## src/rtl/axi_arb_pkg.sv

```systemverilog
// Shared types and default widths for the two-master AXI read arbiter.
package axi_arb_pkg;

    localparam int ID_W_DEF   = 4;
    localparam int ADDR_W_DEF = 32;
    localparam int DATA_W_DEF = 32;
    localparam int LEN_W_DEF  = 4;
    localparam int SIZE_W_DEF = 3;

    typedef enum logic [1:0] {
        ST_IDLE = 2'd0,
        ST_ADDR = 2'd1,
        ST_DATA = 2'd2
    } arb_state_e;

    // Index of a requesting master: 0 = instruction fetch, 1 = data access.
    typedef logic mst_idx_t;

endpackage

```

## src/rtl/rr_arb2.sv

```systemverilog
// Two-requester round-robin picker; on a tie the master not served last wins.
module rr_arb2
    import axi_arb_pkg::*;
(
    input  logic [1:0] req,
    input  mst_idx_t   last,
    output mst_idx_t   winner
);

    // NOTE: winner gets a default before the case so no path leaves it unassigned (no latch).
    always_comb begin
        winner = 1'b0;
        case (req)
            2'b01:   winner = 1'b0;
            2'b10:   winner = 1'b1;
            2'b11:   winner = ~last;
            default: winner = 1'b0;
        endcase
    end

endmodule

```

## src/rtl/axi_read_arbiter.sv

```systemverilog
// Shares one AXI read path between two masters, one burst in flight at a time.
// The grant is held until the final R beat; the slave-side ID carries the master index.
module axi_read_arbiter
    import axi_arb_pkg::*;
#(
    parameter int ID_W   = ID_W_DEF,
    parameter int ADDR_W = ADDR_W_DEF,
    parameter int DATA_W = DATA_W_DEF,
    parameter int LEN_W  = LEN_W_DEF,
    parameter int SIZE_W = SIZE_W_DEF
) (
    input  logic              clk,
    input  logic              rst,

    input  logic [ID_W-1:0]   ARID_M0,
    input  logic [ADDR_W-1:0] ARADDR_M0,
    input  logic [LEN_W-1:0]  ARLEN_M0,
    input  logic [SIZE_W-1:0] ARSIZE_M0,
    input  logic [1:0]        ARBURST_M0,
    input  logic              ARVALID_M0,
    output logic              ARREADY_M0,
    output logic [ID_W-1:0]   RID_M0,
    output logic [DATA_W-1:0] RDATA_M0,
    output logic [1:0]        RRESP_M0,
    output logic              RLAST_M0,
    output logic              RVALID_M0,
    input  logic              RREADY_M0,

    input  logic [ID_W-1:0]   ARID_M1,
    input  logic [ADDR_W-1:0] ARADDR_M1,
    input  logic [LEN_W-1:0]  ARLEN_M1,
    input  logic [SIZE_W-1:0] ARSIZE_M1,
    input  logic [1:0]        ARBURST_M1,
    input  logic              ARVALID_M1,
    output logic              ARREADY_M1,
    output logic [ID_W-1:0]   RID_M1,
    output logic [DATA_W-1:0] RDATA_M1,
    output logic [1:0]        RRESP_M1,
    output logic              RLAST_M1,
    output logic              RVALID_M1,
    input  logic              RREADY_M1,

    output logic [ID_W:0]     ARID_S,
    output logic [ADDR_W-1:0] ARADDR_S,
    output logic [LEN_W-1:0]  ARLEN_S,
    output logic [SIZE_W-1:0] ARSIZE_S,
    output logic [1:0]        ARBURST_S,
    output logic              ARVALID_S,
    input  logic              ARREADY_S,
    input  logic [ID_W:0]     RID_S,
    input  logic [DATA_W-1:0] RDATA_S,
    input  logic [1:0]        RRESP_S,
    input  logic              RLAST_S,
    input  logic              RVALID_S,
    output logic              RREADY_S,

    output logic              busy,
    output logic              rid_err
);

    arb_state_e state_q, state_d;
    mst_idx_t   grant_q, grant_d;
    mst_idx_t   last_q,  last_d;
    logic       rid_err_q, rid_err_d;
    mst_idx_t   rr_winner;

    logic in_addr;
    logic in_data;
    logic r_handshake;

    rr_arb2 u_rr_arb2 (
        .req    ({ARVALID_M1, ARVALID_M0}),
        .last   (last_q),
        .winner (rr_winner)
    );

    assign in_addr     = (state_q == ST_ADDR);
    assign in_data     = (state_q == ST_DATA);
    assign r_handshake = in_data && RVALID_S && RREADY_S;

    always_comb begin
        state_d   = state_q;
        grant_d   = grant_q;
        last_d    = last_q;
        rid_err_d = rid_err_q;
        case (state_q)
            ST_IDLE: begin
                if (ARVALID_M0 || ARVALID_M1) begin
                    grant_d = rr_winner;
                    state_d = ST_ADDR;
                end
            end
            ST_ADDR: begin
                if (ARREADY_S) begin
                    state_d = ST_DATA;
                end
            end
            ST_DATA: begin
                // A mismatched response ID is flagged but the beat is still routed by grant.
                if (RVALID_S && (RID_S[ID_W] != grant_q)) begin
                    rid_err_d = 1'b1;
                end
                if (r_handshake && RLAST_S) begin
                    last_d  = grant_q;
                    state_d = ST_IDLE;
                end
            end
            default: state_d = ST_IDLE;
        endcase
    end

    // NOTE: state registers use non-blocking assignments so every register samples pre-edge values.
    always_ff @(posedge clk) begin
        if (!rst) begin
            state_q   <= ST_IDLE;
            grant_q   <= 1'b0;
            last_q    <= 1'b1;
            rid_err_q <= 1'b0;
        end else begin
            state_q   <= state_d;
            grant_q   <= grant_d;
            last_q    <= last_d;
            rid_err_q <= rid_err_d;
        end
    end

    // AR channel: fields follow the held grant; only the granted master sees ARREADY.
    assign ARVALID_S  = in_addr;
    assign ARID_S     = {grant_q, (grant_q ? ARID_M1 : ARID_M0)};
    assign ARADDR_S   = grant_q ? ARADDR_M1  : ARADDR_M0;
    assign ARLEN_S    = grant_q ? ARLEN_M1   : ARLEN_M0;
    assign ARSIZE_S   = grant_q ? ARSIZE_M1  : ARSIZE_M0;
    assign ARBURST_S  = grant_q ? ARBURST_M1 : ARBURST_M0;
    assign ARREADY_M0 = in_addr && !grant_q && ARREADY_S;
    assign ARREADY_M1 = in_addr &&  grant_q && ARREADY_S;

    // R channel: payload is broadcast, the valid/ready pair connects only to the granted master.
    assign RVALID_M0 = in_data && !grant_q && RVALID_S;
    assign RVALID_M1 = in_data &&  grant_q && RVALID_S;
    assign RREADY_S  = in_data && (grant_q ? RREADY_M1 : RREADY_M0);

    assign RID_M0   = RID_S[ID_W-1:0];
    assign RID_M1   = RID_S[ID_W-1:0];
    assign RDATA_M0 = RDATA_S;
    assign RDATA_M1 = RDATA_S;
    assign RRESP_M0 = RRESP_S;
    assign RRESP_M1 = RRESP_S;
    assign RLAST_M0 = RLAST_S;
    assign RLAST_M1 = RLAST_S;

    assign busy    = (state_q != ST_IDLE);
    assign rid_err = rid_err_q;

endmodule

```

## config.mk

```make
export PLATFORM = sky130hd
export DESIGN_NAME = axi_read_arbiter
export DESIGN_NICKNAME = d
export VERILOG_FILES = /design/src/rtl/axi_arb_pkg.sv /design/src/rtl/rr_arb2.sv /design/src/rtl/axi_read_arbiter.sv
export SDC_FILE = /design/constraint.sdc
export NUM_CORES = 1
export LEC_CHECK = 0
export BUFFER_PORTS_ARGS = -buffer_cell sky130_fd_sc_hd__buf_2
export CAP_MARGIN = 40
export CORE_AREA = 2 2 104 106
export DETAILED_ROUTE_END_ITERATION = 7
export DIE_AREA = 0 0 106 108
export PLACE_DENSITY_LB_ADDON = 0.3
export SLEW_MARGIN = 20
export SYNTH_ARGS = -nofsm -noshare
export SYNTH_HDL_FRONTEND = slang
export SYNTH_SLANG_ARGS = --single-unit
export TNS_END_PERCENT = 20
```

## constraint.sdc

```tcl
create_clock -name clk -period 1.15 [get_ports clk]
set_clock_uncertainty 0.2 [all_clocks]
set_input_delay 0 -clock clk [delete_from_list [all_inputs] [get_ports clk]]
set_output_delay 0 -clock clk [all_outputs]
set_load 0.02 [all_outputs]
```

Yosys cells after proc, flatten, opt, wreduce, memory -nomap -nowiden
Index checks and enable logic that the tools add are counted.

operators by class
  reduce and logical (&&, ||, !) cells = 21
  bitwise logic cells = 1
  mux-type cells = 11
  equality and inequality tests = 8

operators with widths
  kind                  count
  $mux W32              1
  $logic_and A1 B1 Y1   13
  $mux W2               4
  $mux W4               2
  $eq A2 B2 Y1 const B  3
  $pmux W2 S3           1
  $reduce_and A2 Y1     3
  $ne A2 B2 Y1 const B  2
  $mux W3               1
  $reduce_and A3 Y1     1
  $eq A2 B1 Y1 const B  1
  $logic_not A2 Y1      1
  $ne A2 B1 Y1 const B  1
  $pmux W1 S2           1
  $reduce_bool A2 Y1    1
  $logic_not A1 Y1      1
  $logic_or A1 B1 Y1    1
  $mux W1               1
  $ne A1 B1 Y1          1
  $not A1 Y1            1

word-level totals
  output and inout port bits = 132
  flip-flop bits (word level) = 5
  bits of input ports = 138
  logic and storage cells = 45

Longest topological paths before layout
Gate-level depths: netlist of run 1.

  depth in word-level cells = 6
  depth in mapped cells = 4
  gate-level depth less buffers = 3

Modules after synthesis
Synthesis of run 1 repeated with hierarchy kept, for this count alone.

unflattened totals
  cells, all modules = 166
  area total of the unflattened synthesis = 1413.9 um^2

by module, submodules not included
  module            cells an instance  sequential area each (um^2)  area each (um^2)  times used
  axi_read_arbiter  165                100.1                        1402.6            1
  rr_arb2           1                  0.0                          11.3              1

Least setup slack after synthesis of run 1
OpenSTA, ideal clock, no wires.

  path kind = flip-flop to output port
  start point = register grant_q
  end point = output port ARREADY_M0
  path buffers = 2
  stages on the path, launching flop included = 4
  path slack = -156 ps
  arrival = 1106 ps
  path through = dfxtp_1 -> buf_6 -> buf_2 -> nor3_1

between the ends
  cells in the longest elaborated chain, start to end = 3

ends and longest elaborated chain
  element                            RTL line                 RTL
  start: declaration                 axi_read_arbiter.sv:62   mst_idx_t grant_q, grant_d;
  start signal: assignment           axi_read_arbiter.sv:121  grant_q <= grant_d;
  $logic_not A1 Y1                   axi_read_arbiter.sv:134  assign ARREADY_M0 = in_addr && !grant_q && ARREADY_S;
  $logic_and A1 B1 Y1 (2 in series)  axi_read_arbiter.sv:134
  end: declaration                   axi_read_arbiter.sv:21   output logic ARREADY_M0,

Every way passes these cells.

Worst setup path in the final report of run 1
  start point = register grant_q
  end point = output port ARADDR_S[29]

between the ends
  cells in the longest elaborated chain, start to end = 1

ends and longest elaborated chain
  element           RTL line                 RTL
  $mux W32          axi_read_arbiter.sv:130  assign ARADDR_S = grant_q ? ARADDR_M1 : ARADDR_M0;
  end: declaration  axi_read_arbiter.sv:44   output logic [ADDR_W-1:0] ARADDR_S,

Every way passes these cells.

==> results.yml, run 1 <==
timing:
  max_freq_mhz: 652
  maxSlewViolCount: 0
  fin_crit_sh: 1.33
  hold_viol: 3
  finalSetupViolations: 55
  layout_setup_ws_ns: -0.384
  worstMarginPinSlew_ns: 0.440
  hold_slack_ns: -0.0653
  rsz0062_at_grt: "true"
  slew_headroom: 0.706
  min_period_ns: 1.53
worst_setup_path:
  crit_path_max_fanout: 7
  path_buf_inv: 3
  worst_path_most_repeated_cell: "buf_6"
  slowest_stage: "dfxtp_4"
  required_ns: 0.95
  slowest_delay_ns: 0.38
  end_kind: "primary output"
  cp.arrival_ns: 1.33
  worstSetupPathType: "register to primary output"
  start_kind: "register"
  cp_cell_sequence: "buf_6 > clkbuf_16 > mux2_4 > buf_6"
  crit_family: "buffers and inverters"
placed_design:
  gp_congestion: 0.666
  io_buffers: 155
  dp_slack_ns: -0.210
  dp.final_hpwl_mm: 3.56
clocking:
  cts_buffers: 3
  clkTransAtPathRegs_ns: 0.04
  clk_path_buf_depth: 2
  cts-htree-levels: 1
  clk_latency_ns: 0.22
  root_buffer: "clkbuf_8"
  ctsHoldBuffers: 42
  cts_tree: "yes"
  cts_sinks: 5
power_and_ir_drop:
  p_leak_nw: 1.29
  pwr-share-seq: 0.108
  finalPower_mw: 1.86
  p_sw_mw: 0.791
  switching_share: 0.426
  power_density_nw_per_um2: 723
  p_int_mw: 1.07
  ir_drop_uv: 264
  combinationalPowerShare: 0.711
  p_clk_frac: 0.181
detailed_routing:
  firstDrtPassIters: 4
  drt_wl_total_mm: 5.05
  drt_iter0_markers: 66
  drc: 0
  wl_per_cell_microns: 11.8
  vias_per_cell: 3.60
  ant_nets: 0
  dr_total_vias: 1546
global_route:
  grt_usage: 0.0687
  grt_max_degree: 15
  grt_pass1_vias: 1364
  grt_pass1_wl_mm: 6.34
  grt_overflow: 0
  antenna_found_initial: 0
synthesis:
  synth_nets: 303
  synth_area_sq_um: 1430
  yosysUniqueCellTypes: 20
  yosys.area.top_type: "buf_4"
  ys_seq_elements: 5
  synth_top_area_frac: 0.435
  yosys_warnings: 0
  synthCells: 165
  ys_seq_area_frac: 0.0699
  synth.avg_cell_area_sq_um: 8.67
  synth_area_leaders: "buf_4 44%, mux2_2 35%, dfxtp_1 7.0%, nor2b_1 1.7%, mux2i_1 1.4%"
die:
  rows: 37
  core-area_sq_um: 10200
  die-area_sq_um: 11400
  die_w_microns: 106
  start_util: 0.140
  pin_count: 270
  dieHeight_microns: 108
cells_and_area:
  syn_to_final_growth_pct: 79.4
  antenna_cells: 0
  final_common_cell: "buf_2"
  layout_common_cells: "133 x buf_2, 41 x dlygate4sd3_1, 27 x mux2_2, 21 x buf_6, 18 x mux2_4"
  drive_gt1_frac: 0.765
  fin_nets: 432
hold_path:
  min_path_type: "primary input to register"
job:
  drv_cap: 0
run_status:
  status: "finished, violations left"
  violations: "hold timing, setup timing"
-- worst reg2reg max path, stage by stage, from the launching register on --
cell and delay (ns):
dfxtp_4 0.36, buf_6 0.13, mux2i_2 0.16, nor3_2 0.19
mux2i_1 0.21
-- worst paths after layout --
| check | start | end | slack (ns) | depth (start not counted) |
|---|---|---|---|---|
| worst min-delay path | ARREADY_S | state_q[0]$_SDFFE_PN0P_ | -0.07 | 3 |
| worst min register to register | rid_err$_SDFFE_PN0P_ | rid_err$_SDFFE_PN0P_ | 0.26 | 1 |
| worst max-delay path | grant_q$_SDFFE_PN0P_ | ARADDR_S[29] | -0.38 | 4 |
| worst max register to register | grant_q$_SDFFE_PN0P_ | last_q$_SDFFE_PN1P_ | -0.16 | 4 |
-- synthesized netlist by cell type --
cell type / n
buf_6: 1
buf_4: 83
nor4bb_1: 1
and3_1: 3
nor2_1: 5
dfxtp_1: 5
nor2b_1: 4
nand3b_1: 1
buf_2: 1
nand2b_1: 1
a21boi_0: 1
mux2i_1: 2
o21a_1: 2
o2bb2ai_1: 1
nand2_1: 4
inv_1: 1
mux2_2: 45
nor3_1: 2
nor3_2: 1
xnor2_1: 1
-- flip-flops by register name (all words and copies together), names as in the netlist --
| register | cells |
|---|---|
| last_q | 1 |
| grant_q | 1 |
| state_q | 2 |
| rid_err | 1 |
-- layout make-up --
cell class	count	area, sq um
Clock buffer	4	45.0
Fill cell	1119	7660
Inverter	1	3.75
Multi-Input combinational cell	74	772
Sequential cell	5	111
Tap cell	136	170
Timing Repair Buffer	209	1470
-- logic make-up (layout without fill, tap and decap cells) --
group                  count (synthesis)  in the layout  synth area share
buffers and inverters                 86            214             0.449
multiplexers                          47             47             0.368
AND/OR/NAND/NOR                       22             22            0.0848
flip-flops                             5              5            0.0699
AO/OA/AOI/OAI                          4              4            0.0219
XOR/XNOR                               1              1           0.00612
-- stage by stage --
stage | cell area (sq um) | TNS, ns | utilization | std cells
2_1_floorplan | 1460 | -1.50 | - | 165
3_3_place_gp | 1830 | -7.85 | 0.179 | 379
3_5_place_dp | 1830 | -8.83 | 0.179 | 379
4_1_cts | 2380 | -18.28 | 0.233 | 429
5_1_grt | 2570 | -18.39 | 0.251 | 429
6_report | 2570 | -15.93 | 0.251 | 429
-- per-layer routing --
layer  track usage  share of wire  up-vias  wire [microns]
met5             0              0        -               0
met4        0.0273          0.010        0              51
met3        0.0199           0.10        4             523
met2         0.127           0.54      140            2740
met1        0.0741           0.34      673            1730
li1              -              -      729               -
-- power groups by stage --
stage	Clock [mW]	Sequential [mW]	Combinational, mW
after CTS	0.347	0.201	1.21
final	0.335	0.201	1.32
after global routing	0.358	0.204	1.40
after detailed placement	0	0.205	0.839
after floorplan	0	0.201	0.883
after global placement	0	0.204	0.831
-- timing repair --
| action | in CTS | in global routing |
|---|---|---|
| hold endpoints to repair | 81 | 3 |
| setup buffers | 3 | 0 |
| pin swaps | 1 | 0 |
| endpoints found under the setup margin | 57 | 58 |
| gates cloned | 1 | 1 |
| gates resized for setup | 10 | 57 |
Note: power is estimated with default switching activity, not from simulation.
==> run 2, diff against run 1 <==
SLEW_MARGIN = 15   (was 20)
SYNTH_HIERARCHICAL = 1   (was not set)
==> run 2 against run 1 <==
  * Critical path depth did not move
  * Sequential share of layout area shrank 0.72 points
  * First-iteration DRC count down 24%
  * Synthesized cell count is 0.61% higher
  * Critical path type unchanged
  * Largest cell class unchanged
  * The run still ends with hold timing, setup timing left
  * Utilization increased by 3.7 points
  * Critical endpoint is now ARADDR_S[0]
  * Via count increased by 3.6%
  * Combinational power rose by 17%
==> results.yml, run 2 <==
cells_and_area:
  largest_reg_flops: 2
  largest_register: "state_q"
  antenna_cells: 0
  fin_nets: 439
  final_common_cell: "buf_2"
  final_util: 0.288
  multi_input_area_sq_um: 881
  layout_common_cells: "111 x buf_2, 44 x buf_6, 41 x dlygate4sd3_1, 39 x mux2_4, 10 x buf_4"
  fillCellCount: 1034
  drive_gt1_frac: 0.800
  syn_to_final_growth_pct: 108
  seq_area_sq_um: 106
synthesis:
  synth_area_leaders: "buf_4 42%, mux2_2 36%, dfxtp_1 7.1%, buf_2 2.1%, nor2_1 1.9%"
  synth-edff-count: 0
  synthCells: 166
  yosysUniqueCellTypes: 22
  synth_nets: 304
  yosys.area.top_type: "buf_4"
  ys.flop_type: "dfxtp_1"
  synth.most_common_cell: "buf_4"
  synth_area_sq_um: 1410
  ys_seq_area_frac: 0.0708
  yosys-top-cells-count: "79 x buf_4, 45 x mux2_2, 7 x nor2_1"
  ys_seq_elements: 5
  synth_top_area_frac: 0.419
  yosys_warnings: 6
  synth.avg_cell_area_sq_um: 8.52
  synthArstFlopShare: 0
clocking:
  cts_tree: "yes"
  clk_path_buf_depth: 2
  cts-htree-levels: 1
  clk_latency_ns: 0.22
  ctsHoldBuffers: 42
  root_buffer: "clkbuf_8"
  cts_sinks: 5
  clkTransAtPathRegs_ns: 0.03
  cts_buffers: 3
power_and_ir_drop:
  switching_share: 0.402
  ir_drop_uv: 209
  p_leak_nw: 1.45
  pwr-share-seq: 0.096
  combinationalPowerShare: 0.751
  p_clk_frac: 0.154
  p_sw_mw: 0.823
  p_int_mw: 1.23
  power_density_nw_per_um2: 697
run_status:
  status: "finished, violations left"
  violations: "hold timing, setup timing"
placed_design:
  dp.final_hpwl_mm: 4.16
  gp_congestion: 0.678
  io_buffers: 155
die:
  pin_count: 270
  die-area_sq_um: 11400
  rows: 37
  start_util: 0.138
  die_w_microns: 106
  core-area_sq_um: 10200
  dieHeight_microns: 108
timing:
  layout_setup_ws_ns: -0.359
  fin_tns_setup_ns: -17.93
  hold_slack_ns: -0.0507
  min_period_ns: 1.51
  rsz0062_at_grt: "true"
  max_freq_mhz: 663
  hold_viol: 2
  finalSetupViolations: 58
  worstMarginPinSlew_ns: 0.425
  fin_crit_sh: 1.31
  maxSlewViolCount: 0
  slew_headroom: 0.715
hold_path:
  min_path_type: "primary input to register"
  hold_depth: 4
worst_setup_path:
  crit_path_max_fanout: 6
  end_kind: "primary output"
  worstSetupPathType: "register to primary output"
  cp.arrival_ns: 1.31
  r2r_cells: 6
  start_kind: "register"
  r2r_setup_slack_ns: -0.29
  required_ns: 0.95
global_route:
  grt_usage: 0.0769
  antenna_found_initial: 0
  grt_overflow: 0
  grt_pass1_wl_mm: 6.88
  grt_max_degree: 26
  grt_pass1_vias: 1473
detailed_routing:
  drc: 0
  ant_nets: 0
  firstDrtPassIters: 4
  wl_per_cell_microns: 14.1
  vias_per_cell: 3.67
  drt_wl_total_mm: 6.13
  dr_total_vias: 1601
  drt_iter0_markers: 50
job:
  drv_cap: 0
==> run 2: changes by cell type in the layout (fill, tap and decap cells not counted), moves of 2 or more <==
cell	previous run	this run
buf_6	21	44
nor2_1	4	6
and3_1	3	0
mux2_4	18	39
clkbuf_16	1	4
dfxtp_2	0	2
mux2_2	27	6
buf_12	2	4
buf_2	133	111
dfxtp_4	3	1
nor2b_2	2	0
nor2b_1	2	0
nand2_1	4	1
==> run 2: metrics by stage <==
stage               instance area, sq um  hold slack (ns)  setup WS, ns  instances  power [mW]
detailed placement                  1860           -0.200        -0.212        380        1.05
floorplan                           1470          -0.0874        -0.160        166        1.07
global route                        2940          -0.0325        -0.392        436        2.16
finish                              2940          -0.0507        -0.359        436        2.05
global placement                    1860           -0.200        -0.198        380        1.04
CTS                                 2390          -0.0307        -0.401        426        1.74
==> run 2: critical path: stages, from the launching register on <==
cell	delay (ns)
dfxtp_4	0.35
buf_12	0.14
clkbuf_16	0.16
mux2_4	0.31
buf_6	0.13
==> run 2: path summary, 6_finish.rpt <==
path	from	end
worst max-delay path	grant_q$_SDFFE_PN0P_	ARADDR_S[0]
worst min-delay path	ARVALID_M1	grant_q$_SDFFE_PN0P_
worst max register to register	grant_q$_SDFFE_PN0P_	rid_err$_SDFFE_PN0P_
worst min register to register	rid_err$_SDFFE_PN0P_	rid_err$_SDFFE_PN0P_
==> run 2: kinds of logic (layout without fill, tap and decap cells) <==
family,after synthesis,in the layout,synth area share
buf+inv,87,221,0.446
simple gates,20,20,0.0752
compound gates,6,6,0.0292
xor+xnor,1,1,0.00620
mux,47,47,0.373
flops,5,5,0.0708
==> run 2: power by group through the flow <==
stage	logic, mW	clock network, mW	registers (mW)
CTS	1.22	0.327	0.199
global route	1.62	0.344	0.198
finish	1.54	0.315	0.196
global placement	0.843	0	0.200
detailed placement	0.851	0	0.201
floorplan	0.868	0	0.199
==> run 2: layout make-up <==
| cell class | count | area share |
|---|---|---|
| Sequential cell | 5 | 0.0362 |
| Clock buffer | 4 | 0.0153 |
| Timing Repair Buffer | 215 | 0.589 |
| Inverter | 2 | 0.00255 |
| Tap cell | 136 | 0.0578 |
| Multi-Input combinational cell | 74 | 0.299 |
==> run 2: layer usage <==
| metal | vias to the layer above | track usage | part of all wire |
|---|---|---|---|
| met1 | 708 | 0.0637 | 0.31 |
| met4 | 0 | 0.0367 | 0.012 |
| met5 | - | 0 | 0 |
| li1 | 742 | - | - |
| met3 | 6 | 0.0157 | 0.10 |
| met2 | 145 | 0.168 | 0.57 |
==> run 2: timing repair <==
action,CTS,global route
setup endpoints to repair,58,58
resized for setup,19,119
setup buffers,0,5
endpoints found under the hold margin,81,1
pin swaps,1,5
gates cloned,0,5
==> run 3, diff against run 2 <==
MAX_ROUTING_LAYER = met4   (was not set)
==> run 3 against run 2 <==
  * Largest power group unchanged
  * Clock power about the same
  * Via count grew 0.31%
  * The run still ends with hold timing, setup timing left
  * Critical endpoint unchanged
  * Critical path depth unchanged
==> results.yml, run 3 (synthesis gave the netlist of run 2 again) <==
power_and_ir_drop:
  p_leak_nw: 1.45
  ir_drop_uv: 209
  power_density_nw_per_um2: 697
die:
  start_util: 0.138
  die_w_microns: 106
  rows: 37
  die-area_sq_um: 11400
  pin_count: 270
  dieHeight_microns: 108
  core-area_sq_um: 10200
cells_and_area:
  largest_reg_flops: 2
  fin_area_sq_um: 2940
  layout_common_cells: "111 x buf_2, 44 x buf_6, 41 x dlygate4sd3_1, 39 x mux2_4, 10 x buf_4"
  drive_gt1_frac: 0.800
  final_common_cell: "buf_2"
  fin_cells: 436
  largest_register: "state_q"
  antenna_cells: 0
  syn_to_final_growth_pct: 108
  fin_nets: 439
  fillCellCount: 1034
timing:
  hold_slack_ns: -0.0507
  hold_viol: 2
  max_freq_mhz: 663
  slew_headroom: 0.715
  fin_tns_setup_ns: -17.93
  fin_crit_sh: 1.31
  min_period_ns: 1.51
  worstMarginPinSlew_ns: 0.427
  rsz0062_at_grt: "true"
  layout_setup_ws_ns: -0.359
  finalSetupViolations: 58
  maxSlewViolCount: 0
detailed_routing:
  drt_wl_total_mm: 6.12
  drt_iter0_markers: 68
  drc: 0
  wl_per_cell_microns: 14.0
  dr_total_vias: 1606
  firstDrtPassIters: 4
  ant_nets: 0
  vias_per_cell: 3.68
worst_setup_path:
  slowest_stage: "dfxtp_4"
  r2r_end: "rid_err$_SDFFE_PN0P_"
  r2r_cells: 6
  slowest_delay_ns: 0.35
  crit_path_start: "grant_q$_SDFFE_PN0P_"
  cp.arrival_ns: 1.31
  worstSetupPathType: "register to primary output"
  r2r_setup_slack_ns: -0.29
  start_kind: "register"
  end_kind: "primary output"
  required_ns: 0.95
  cp_cell_sequence: "buf_12 > clkbuf_16 > mux2_4 > buf_6"
  crit_path_max_fanout: 6
  r2r_start: "grant_q$_SDFFE_PN0P_"
clocking:
  cts_sinks: 5
  cts_buffers: 3
  cts_tree: "yes"
  ctsHoldBuffers: 42
  clkTransAtPathRegs_ns: 0.03
  clk_latency_ns: 0.22
  clk_path_buf_depth: 2
  cts-htree-levels: 1
  root_buffer: "clkbuf_8"
placed_design:
  io_buffers: 155
  dp_cells: 380
  gp_congestion: 0.685
  post_dp_cell_area_sq_um: 1860
  dp.final_hpwl_mm: 4.16
  dp_slack_ns: -0.212
run_status:
  status: "finished, violations left"
  violations: "hold timing, setup timing"
global_route:
  grt_max_degree: 26
  grt_pass1_vias: 1483
  grt_pass1_wl_mm: 6.82
  grt_usage: 0.0786
  antenna_found_initial: 0
  grt_overflow: 0
hold_path:
  min-delay-start: "ARVALID_M1"
  min_path_type: "primary input to register"
  hold_depth: 4
  hold_end: "grant_q$_SDFFE_PN0P_"
job:
  drv_cap: 0
[run 3: cell counts in the layout (fill, tap and decap cells not counted)]
Identical to the previous run, type by type.
[run 3: stage by stage]
| step | util | power (mW) |
|---|---|---|
| global route | 0.288 | 2.16 |
| detailed placement | 0.182 | 1.05 |
| global placement | 0.182 | 1.04 |
| floorplan | - | 1.07 |
| CTS | 0.234 | 1.74 |
| finish | 0.288 | 2.05 |
[run 3: critical path, delay by kind of cell (launching register included)]
family | cells | cell delay [ns]
buffers and inverters | 3 | 0.43
flip-flops | 1 | 0.35
multiplexers | 1 | 0.31
[run 3: how the worst max path moves through the flow]
stage               depth (start not counted)                   end  slack [ns]
floorplan                                   3  grant_q$_SDFFE_PN0P_       -0.16
global placement                            3            ARLEN_S[3]       -0.20
detailed placement                          3           ARSIZE_S[1]       -0.21
CTS                                         3             ARID_S[2]       -0.40
global route                                4            ARLEN_S[3]       -0.39
finish                                      4           ARADDR_S[0]       -0.36
[run 3: routing by layer]
layer / share of wire / routed length, microns / GRT usage / up-vias
met5: 0 / 0 / - / -
met3: 0.10 / 629 / 0.0145 / 8
li1: - / - / - / 742
met2: 0.57 / 3480 / 0.164 / 149
met1: 0.31 / 1900 / 0.0629 / 707
met4: 0.017 / 105 / 0.0451 / 0
[run 3: area by class of cell]
type	count	area, sq um	share of cell area
clock buffers	4	45.0	0.0153
inverters	2	7.51	0.00255
multi-input cells	74	881	0.299
flip-flops and latches	5	106	0.0362
well taps	136	170	0.0578
repair buffers	215	1730	0.589
[run 3: timing repair]
item,in CTS,in global routing
endpoints found under the setup margin,58,58
cloned,0,5
gates resized for setup,19,119
buffers inserted,0,5
pin swaps,1,5
endpoints found under the hold margin,81,1
[run 3: power breakdown]
group          internal (mW)  leakage, nW  total, mW  switching, mW
Sequential             0.186       0.0423      0.196        0.00992
Combinational          0.804         1.38       1.54          0.736
Clock                  0.237       0.0228      0.315         0.0776
Total                   1.23         1.45       2.05          0.823
